### src/rtl/led_heartbeat_gen_if.sv
// Control/status bundle for led_heartbeat_gen: per-channel mode and blink code in,
// indicator outputs and the phase strobe back out.
interface led_heartbeat_gen_if #(
    parameter int NUM_CH = 4,
    parameter int HP_W   = 16
);
    logic [3*NUM_CH-1:0] mode_i;
    logic [4*NUM_CH-1:0] code_i;
    logic [HP_W-1:0]     half_period_i;
    logic [NUM_CH-1:0]   led_o;
    logic                phase_o;

    modport master (
        output mode_i,
        output code_i,
        output half_period_i,
        input  led_o,
        input  phase_o
    );

    modport slave (
        input  mode_i,
        input  code_i,
        input  half_period_i,
        output led_o,
        output phase_o
    );
endinterface

### src/rtl/led_heartbeat_gen.sv
// Multi-channel LED/PMOD status generator. One tick prescaler and one phase timer
// are shared by every channel so blinking indicators stay in lock-step.
//
//   state  | meaning
//   ST_GAP | led off, counting four gap phases before the next burst
//   ST_ON  | led on for one phase of a blink
//   ST_OFF | led off for one phase between blinks
module led_heartbeat_gen #(
    parameter int NUM_CH   = 4,
    parameter int CNT_W    = 24,
    parameter int TICK_DIV = 125000,
    parameter int HP_W     = 16
) (
    input  logic               clk,
    input  logic               reset,
    led_heartbeat_gen_if.slave bus
);
    localparam int             PRE_W    = $clog2(TICK_DIV);
    localparam logic [PRE_W-1:0] PRE_LAST = PRE_W'(TICK_DIV - 1);

    typedef enum logic [1:0] {
        ST_GAP = 2'd0,
        ST_ON  = 2'd1,
        ST_OFF = 2'd2
    } code_st_e;

    logic [PRE_W-1:0]    pre_cnt;
    logic [HP_W-1:0]     ph_cnt;
    logic [HP_W-1:0]     hp_m1;
    logic                tick;
    logic                phase;
    logic                phase_r;
    logic [3*NUM_CH-1:0] mode_r;
    logic [NUM_CH-1:0]   led_nxt;
    logic [NUM_CH-1:0]   led_r;

    // A half-period of 0 behaves exactly like 1.
    assign hp_m1 = (bus.half_period_i == '0) ? '0 : bus.half_period_i - HP_W'(1);
    assign tick  = (pre_cnt == PRE_LAST);
    assign phase = tick && (ph_cnt == hp_m1);

    always_ff @(posedge clk or posedge reset) begin
        if (reset) begin
            pre_cnt <= '0;
            ph_cnt  <= '0;
            phase_r <= 1'b0;
            mode_r  <= '0;
            led_r   <= '0;
        end else begin
            pre_cnt <= tick ? '0 : pre_cnt + PRE_W'(1);
            if (tick) begin
                ph_cnt <= phase ? '0 : ph_cnt + HP_W'(1);
            end
            phase_r <= phase;
            mode_r  <= bus.mode_i;
            led_r   <= led_nxt;
        end
    end

    assign bus.led_o   = led_r;
    assign bus.phase_o = phase_r;

    for (genvar k = 0; k < NUM_CH; k++) begin : g_ch
        logic [2:0]       mode_now;
        logic [2:0]       mode_reg;
        logic [3:0]       code_now;
        logic             chg;
        logic             toggle_q, toggle_d;
        code_st_e         st_q, st_d;
        logic [1:0]       gap_q, gap_d;
        logic [3:0]       blink_q, blink_d;
        logic [3:0]       code_q, code_d;
        logic [CNT_W-1:0] frc_q, frc_d;
        logic             led_d;

        assign mode_now = bus.mode_i[3*k +: 3];
        assign mode_reg = mode_r[3*k +: 3];
        assign code_now = bus.code_i[4*k +: 4];
        assign chg      = (mode_now != mode_reg);

        always_ff @(posedge clk or posedge reset) begin
            if (reset) begin
                toggle_q <= 1'b0;
                st_q     <= ST_GAP;
                gap_q    <= '0;
                blink_q  <= '0;
                code_q   <= '0;
                frc_q    <= '0;
            end else begin
                toggle_q <= toggle_d;
                st_q     <= st_d;
                gap_q    <= gap_d;
                blink_q  <= blink_d;
                code_q   <= code_d;
                frc_q    <= frc_d;
            end
        end

        // A mode change re-initialises the channel and swallows a coincident phase.
        always_comb begin
            toggle_d = toggle_q;
            st_d     = st_q;
            gap_d    = gap_q;
            blink_d  = blink_q;
            code_d   = code_q;
            frc_d    = frc_q + CNT_W'(1);
            led_d    = 1'b0;
            if (chg) begin
                toggle_d = 1'b0;
                st_d     = ST_GAP;
                gap_d    = '0;
                blink_d  = '0;
                frc_d    = '0;
            end else begin
                if (phase) begin
                    toggle_d = ~toggle_q;
                end
                if (phase && (mode_reg == 3'd3)) begin
                    unique case (st_q)
                        ST_GAP: begin
                            if (gap_q == 2'd3) begin
                                code_d = code_now;
                                gap_d  = '0;
                                if (code_now != 4'd0) begin
                                    st_d    = ST_ON;
                                    blink_d = 4'd1;
                                end
                            end else begin
                                gap_d = gap_q + 2'd1;
                            end
                        end
                        ST_ON: st_d = ST_OFF;
                        ST_OFF: begin
                            if (blink_q == code_q) begin
                                st_d  = ST_GAP;
                                gap_d = '0;
                            end else begin
                                st_d    = ST_ON;
                                blink_d = blink_q + 4'd1;
                            end
                        end
                        default: st_d = ST_GAP;
                    endcase
                end
            end
            // Decode from next state so phase-driven edges line up with phase_o.
            case (mode_reg)
                3'd1:    led_d = 1'b1;
                3'd2:    led_d = toggle_d;
                3'd3:    led_d = (st_d == ST_ON);
                3'd4:    led_d = frc_d[CNT_W-1];
                default: led_d = 1'b0;
            endcase
        end

        assign led_nxt[k] = led_d;
    end
endmodule
### src/flat_wrapper.sv
// flat-port wrapper written by rule: the top's interface ports become plain ports
module led_heartbeat_gen_flat 
#(
    parameter int NUM_CH   = 4,
    parameter int CNT_W    = 24,
    parameter int TICK_DIV = 125000,
    parameter int HP_W     = 16
)
  (clk, reset, bus_mode_i, bus_code_i, bus_half_period_i, bus_led_o, bus_phase_o);
  led_heartbeat_gen_if #(.NUM_CH(NUM_CH), .HP_W(HP_W)) bus_i ();
  input  logic clk;
  input  logic reset;
  input wire logic [$bits(bus_i.mode_i)-1:0] bus_mode_i;
  input wire logic [$bits(bus_i.code_i)-1:0] bus_code_i;
  input wire logic [$bits(bus_i.half_period_i)-1:0] bus_half_period_i;
  output wire logic [$bits(bus_i.led_o)-1:0] bus_led_o;
  output wire logic [$bits(bus_i.phase_o)-1:0] bus_phase_o;
  assign bus_i.mode_i = bus_mode_i;
  assign bus_i.code_i = bus_code_i;
  assign bus_i.half_period_i = bus_half_period_i;
  assign bus_led_o = bus_i.led_o;
  assign bus_phase_o = bus_i.phase_o;
  led_heartbeat_gen #(.NUM_CH(NUM_CH), .CNT_W(CNT_W), .TICK_DIV(TICK_DIV), .HP_W(HP_W)) u_core (.clk(clk), .reset(reset), .bus(bus_i));
endmodule
### config.mk
export PLATFORM = sky130hd
export DESIGN_NAME = led_heartbeat_gen_flat
export DESIGN_NICKNAME = d
export VERILOG_FILES = /design/src/rtl/led_heartbeat_gen_if.sv /design/src/rtl/led_heartbeat_gen.sv /design/src/flat_wrapper.sv
export SDC_FILE = /design/constraint.sdc
export NUM_CORES = 1
export LEC_CHECK = 0
export ABC_AREA = 1
export CAP_MARGIN = 5
export CORE_UTILIZATION = 40
export DETAILED_ROUTE_END_ITERATION = 8
export DONT_BUFFER_PORTS = 1
export HOLD_SLACK_MARGIN = 0.06
export PLACE_DENSITY = 0.6
export SKIP_LAST_GASP = 1
export SYNTH_ARGS = -nofsm -noshare
export SYNTH_HDL_FRONTEND = slang
export SYNTH_SLANG_ARGS = --single-unit
export TNS_END_PERCENT = 100
### constraint.sdc
create_clock -name clk -period 5.4 [get_ports clk]
set_clock_uncertainty 0.05 [all_clocks]
set_input_delay 0.27 -clock clk [delete_from_list [all_inputs] [get_ports clk]]
set_output_delay 0.27 -clock clk [all_outputs]
set_load 0.01 [all_outputs]
==> results.toml, run 1 <==
[outcome]
status = "complete, no violations"

[die]
io_pins = 51
dieWidth_um = 168
start_util_pct = 40.8
fp-row-count = 60
core_area_sq_mm = 0.0270
die_h_um = 168
die-area_sq_mm = 0.0282

[synth]
syn_avg_cell_area_sq_um = 7.63
syn_nets = 1505
synth_top_area_share_pct = 45.0
yosysSeqAreaShare_pct = 45.0
synthTopCellsByCount = "nand2_1, dfrtp_1, inv_1, nor2_1, nand3_1"
synth_area_leaders = "dfrtp_1, nand2_1, inv_1, nor2_1, nand3_1"
ys_ff_latch = 198
synth_edf_count = 0
synthesis.area_sq_mm = 0.0110
netlist-cell-type-count = 46
synth_area_leader_cell = "dfrtp_1"
yosysMostFrequentCell = "nand2_1"
async_reset_ff_share_pct = 100
ys_warn_count = 0
synth-main-ff-cell = "dfrtp_1"
synth_cells = 1444

[power]
p_per_area_mw_per_mm2 = 236
vdd_drop_max_mv = 0.212
p_leak_nw = 5.76
power.total_mw = 2.88

[clock_tree]
postCtsSetupRepairBufs = 0
h-tree-depth = 4
cts.clk_slew.worst_paths_ns = 0.07
post_cts_resized = 0
cts_tree = "yes"
cts_sinks = 198
numCtsBuffers = 17
clk_latency_ns = 0.43
cts_buffer_depth = 2
ctsRootBufferMaster = "clkbuf_16"

[critical_path]
crit_slowest_cell = "nor2_1"
crit_type = "reg -> reg"
path_delay_family = "simple AND/OR/NAND/NOR gates"
cpMostUsedCell = "nand2_1"
slowest_delay_ns = 0.55
worstPathRequired_ns = 5.65
critPathArrivalTime_ns = 3.26
worstPathMaxFanout = 19
worstSetupStartpointType = "flip-flop"
critPathCaptureType = "flip-flop"
cp_cell_sequence = "ha_1 > nand2_1 > inv_1 > nand2_1 > nor2_1 > nand2_1 > nor2_1 > nand2_1 > nor2_2 > nand3_1 > nor2_1 > nand2_2 > nor2_8 > nand2_1 > inv_1 > nand2_1 > nand2_1 > inv_1 > nand2_1 > o21ai_1"
critPathBufInv = 3

[sta]
setup_tns_ns = 0
grt_setup_unrepaired = "false"
setup_violations = 0
relSlewSlack_pct = 40.4
worstMarginPinSlew_ns = 0.894
fmax_mhz = 332
fin_crit_ns = 3.01
hold_viol = 0
layout_setup_ws_ns = 2.39
final-max-slew-violation-count = 0
fin_crit_sh_pct = 55.8

[placed_design]
place_congestion = 0.834
detailedPlace.worstSlack_ns = 2.41
place_hpwl_um = 16400
dp.cells = 1770
port_buffers = 0

[drt]
drc = 0
final_antenna_net_count = 0
post_drt_wl_per_cell_um = 12.4
dr.pass1.iters = 5
num_vias = 9086
viasPerCell = 4.97
drt_iter0_drc = 510
wl_um = 22800

[cells_and_area]
fillers = 2656
regArea_sq_mm = 0.00495
diodes = 0
final_nets = 1537
fin_cells = 1830
syn_to_final_growth_pct = 10.7
final_core_util_pct = 45.1
drive_gt1_share_pct = 5.91
multi_input_area_sq_mm = 0.00520

[global_route]
grtUsageTotal_pct = 17.1
grt_first_pass_wirelength_um = 39900
grt_max_degree = 69
grt_pass1_vias = 8620
antenna_found_initial = 0
gr-total-overflow = 0

[worst_hold_path]
min_path_type = "in -> reg"

[run]
drv_cap = 0
[cell usage in the layout (no fill, tap or decap), drive strengths merged, types with 7 or more instances in the layout]
master	netlist	routed
dlygate4sd3	0	28
dfrtp	198	198
clkbuf	11	23
nor2	214	214
xor2	24	24
xnor2	31	31
a211oi	7	7
a21oi	66	66
o21ai	65	65
nand4	47	47
nor3	65	65
nand2	325	325
nand3	115	115
nor4	17	17
ha	15	15
inv	204	206
[metal layers]
metal | up-vias | routed length, um | GRT usage (%)
li1 | 4753 | - | -
met1 | 4196 | 11500 | 23.2
met2 | 119 | 10300 | 28.2
met3 | 18 | 618 | 2.47
met4 | 0 | 371 | 5.50
met5 | - | 0 | 0
[power by group]
part	switching [mW]	leakage [nW]	internal, mW
clock network	0.553	0.264	0.620
logic	0.131	2.86	0.0617
registers	0.0169	2.64	1.50
total	0.701	5.76	2.18
[repair_timing]
| action | in CTS | in global routing |
|---|---|---|
| hold buffers | 28 | 0 |
| setup endpoints to repair | 0 | 0 |
| endpoints found under the hold margin | 52 | 0 |
[final timing paths]
kind	start	to	slack [ns]	depth (start not counted)
min in group asynchronous	reset	u_core.g_ch[0].frc_q[13]	0.34	2
max	u_core.pre_cnt[0]	u_core.g_ch[3].gap_q[1]	2.39	20
min reg2reg	u_core.pre_cnt[0]	u_core.pre_cnt[0]	0.41	1
max reg2reg	u_core.pre_cnt[0]	u_core.g_ch[3].gap_q[1]	2.39	20
min	bus_code_i[5]	u_core.g_ch[1].code_q[1]	0.06	2
max in group asynchronous	reset	u_core.ph_cnt[2]	3.69	3
[stage by stage]
stage	hold WS [ns]	instance area (sq um)
5_1_grt	0.0610	12200
3_5_place_dp	0.204	11400
2_1_floorplan	0.251	11000
6_report	0.0627	12200
4_1_cts	0.0615	12200
3_3_place_gp	0.196	11400
[flip-flops by register name (all words and copies together) (netlist names), 8 cells and up]
signal,count
u_core.g_ch.blink_q,16
u_core.g_ch.code_q,16
u_core.g_ch.frc_q,96
u_core.g_ch.gap_q,8
u_core.g_ch.st_q,8
u_core.mode_r,12
u_core.ph_cnt,16
u_core.pre_cnt,17
[area by class of cell]
class,instances,area share (%)
flip-flops and latches,198,40.6
clock inverters,9,0.564
multi-input cells,1023,42.7
well taps,341,3.50
clock buffers,23,3.84
repair buffers,31,2.48
inverters,205,6.34
[logic make-up (layout without fill, tap and decap cells)]
family	after synthesis	after routing	share of synthesized area, %
buffers and inverters	223	268	7.83
DFF	198	198	45.0
adders and majority gates	15	15	1.70
xor gates and xnor gates	55	55	4.37
and+or+nand+nor	796	796	33.3
AOI/OAI and AO/OA	157	157	7.87
[worst reg2reg max path, delay by kind of cell, from the launching register on]
family          cells  cell delay (ns)
compound gates      1             0.05
fa+ha+maj           1             0.19
buf+inv             3             0.26
flops               1             0.37
simple gates       15             1.97
(Power assumes the default switching activity.)
==> run 2, diff against run 1 <==
--- a/config.mk
+++ b/config.mk
@@ -11,7 +11,7 @@
 export DETAILED_ROUTE_END_ITERATION = 8
 export DONT_BUFFER_PORTS = 1
 export HOLD_SLACK_MARGIN = 0.06
-export PLACE_DENSITY = 0.6
+export PLACE_DENSITY = 0.58
 export SKIP_LAST_GASP = 1
 export SYNTH_ARGS = -nofsm -noshare
 export SYNTH_HDL_FRONTEND = slang
==> constraint.sdc (replaced) <==
create_clock -name clk -period 3 [get_ports clk]
set_clock_uncertainty 0.05 [all_clocks]
set_input_delay 0.15 -clock clk [delete_from_list [all_inputs] [get_ports clk]]
set_output_delay 0.15 -clock clk [all_outputs]
set_load 0.01 [all_outputs]
==> results.toml, run 2 (synthesized netlist as in run 1, its figures left out) <==
[placed_design]
place_hpwl_um = 16800
port_buffers = 0
detailedPlace.worstSlack_ns = 0.266
place_congestion = 0.872
placed_area_sq_mm = 0.0115

[critical_path]
critPathArrivalTime_ns = 2.85
path_delay_family = "simple AND/OR/NAND/NOR gates"
worstSetupStartpointType = "flip-flop"
slowest_delay_ns = 0.37
critPathBufInv = 2
worstPathRequired_ns = 3.27
cp_cell_sequence = "ha_1 > nand2_1 > nor3_1 > nand3_1 > inv_1 > nand3_1 > nor2_1 > nand3_1 > nor2_2 > nand2_4 > nor2_4 > nand2_1 > nand2_2 > inv_2 > nand2_1 > o21ai_2"
worstPathMaxFanout = 6
crit_slowest_cell = "dfrtp_1"
crit_type = "reg -> reg"
critPathCaptureType = "flip-flop"

[sta]
setup_tns_ns = 0
fin_crit_ns = 2.58
layout_setup_ws_ns = 0.419
fmax_mhz = 387
worstMarginPinSlew_ns = 0.665
hold_viol = 0
setup_violations = 0
whs_ns = 0.104
final-max-slew-violation-count = 0
fin_crit_sh_pct = 86.0
grt_setup_unrepaired = "false"
relSlewSlack_pct = 55.6

[drt]
post_drt_wl_per_cell_um = 12.7
drc = 0
final_antenna_net_count = 0
num_vias = 9090
drt_iter0_drc = 458
dr.pass1.iters = 5
viasPerCell = 4.94
wl_um = 23300

[clock_tree]
h-tree-depth = 4
postCtsSetupRepairBufs = 0
ctsRootBufferMaster = "clkbuf_16"
cts_tree = "yes"
cts_buffer_depth = 2
numCtsBuffers = 17
cts.clk_slew.worst_paths_ns = 0.07
cts_sinks = 198
clk_latency_ns = 0.43

[cells_and_area]
top_register = "u_core.g_ch.frc_q"
largest_reg_flops = 96
syn_to_final_growth_pct = 12.1
final_common_cell = "nand2_1"
final_cell_mix = "nand2_1, dfrtp_1, inv_1"
drive_gt1_share_pct = 6.68
reg_top3 = "u_core.g_ch.frc_q: 96 flops, u_core.pre_cnt: 17 flops"
final_nets = 1546
final_cell_area_sq_mm = 0.0124

[power]
p_per_area_mw_per_mm2 = 435
p_leak_nw = 5.85
vdd_drop_max_mv = 0.337

[outcome]
status = "complete, no violations"

[die]
fp-row-count = 60
start_util_pct = 40.8
dieWidth_um = 168
io_pins = 51
die-area_sq_mm = 0.0282
core_area_sq_mm = 0.0270
die_h_um = 168

[global_route]
grtUsageTotal_pct = 17.5
grt_pass1_vias = 8774
gr-total-overflow = 0
antenna_found_initial = 0
grt_first_pass_wirelength_um = 40600
grt_max_degree = 76

[run]
drv_cap = 0

[worst_hold_path]
min_path_type = "in -> reg"
-- run 2: power by group --
group	internal (mW)	switching (mW)	leakage (nW)
sequential	2.69	0.0298	2.64
clock	1.22	1.06	0.294
combinational	0.123	0.238	2.91
total	4.04	1.33	5.85
-- run 2: final timing paths --
check / from / end / slack [ns] / cells after the start
min in group asynchronous: reset / u_core.g_ch[2].frc_q[10] / 0.24 / 2
hold / removal: bus_mode_i[5] / u_core.g_ch[1].frc_q[1] / 0.10 / 4
hold reg to reg: u_core.pre_cnt[0] / u_core.pre_cnt[0] / 0.40 / 1
max in group asynchronous: reset / u_core.g_ch[0].code_q[0] / 1.85 / 3
setup reg to reg: u_core.pre_cnt[0] / u_core.g_ch[3].blink_q[1] / 0.42 / 16
setup / recovery: u_core.pre_cnt[0] / u_core.g_ch[3].blink_q[1] / 0.42 / 16
-- run 2: final cells by class --
cell class	count	area [sq um]
antenna	1	2.50
clock buffer	20	457
clock inverter	12	134
fill	2702	14700
inverter	205	773
multi-input combinational	1023	5210
sequential	198	4950
tap	341	427
timing repair buffer	40	398
-- run 2: stage by stage --
step | util [%] | total power [mW] | cells
after floorplan | - | 3.02 | 1444
after global placement | 42.4 | 3.11 | 1778
after detailed placement | 42.4 | 3.11 | 1778
after CTS | 45.7 | 5.46 | 1839
after global routing | 45.7 | 5.61 | 1839
final | 45.7 | 5.37 | 1840
-- run 2: routing by layer --
metal | GRT usage, % | part of all wire, % | wire, um
met3 | 2.80 | 3.4 | 797
met1 | 24.6 | 50 | 11800
met5 | 0 | 0 | 0
met4 | 3.87 | 0.74 | 173
met2 | 28.5 | 45 | 10600
-- run 2: worst min-delay path: stages --
cell and delay [ns]:
xnor2_1 0.04, nand3_1 0.07, buf_4 0.23, nor2_1 0.06
-- run 2: repair_timing --
action                                 in CTS  in global routing
gates resized for setup                     0                  1
hold buffers                               29                  0
setup endpoints to repair                   0                  1
endpoints found under the hold margin      53                  0
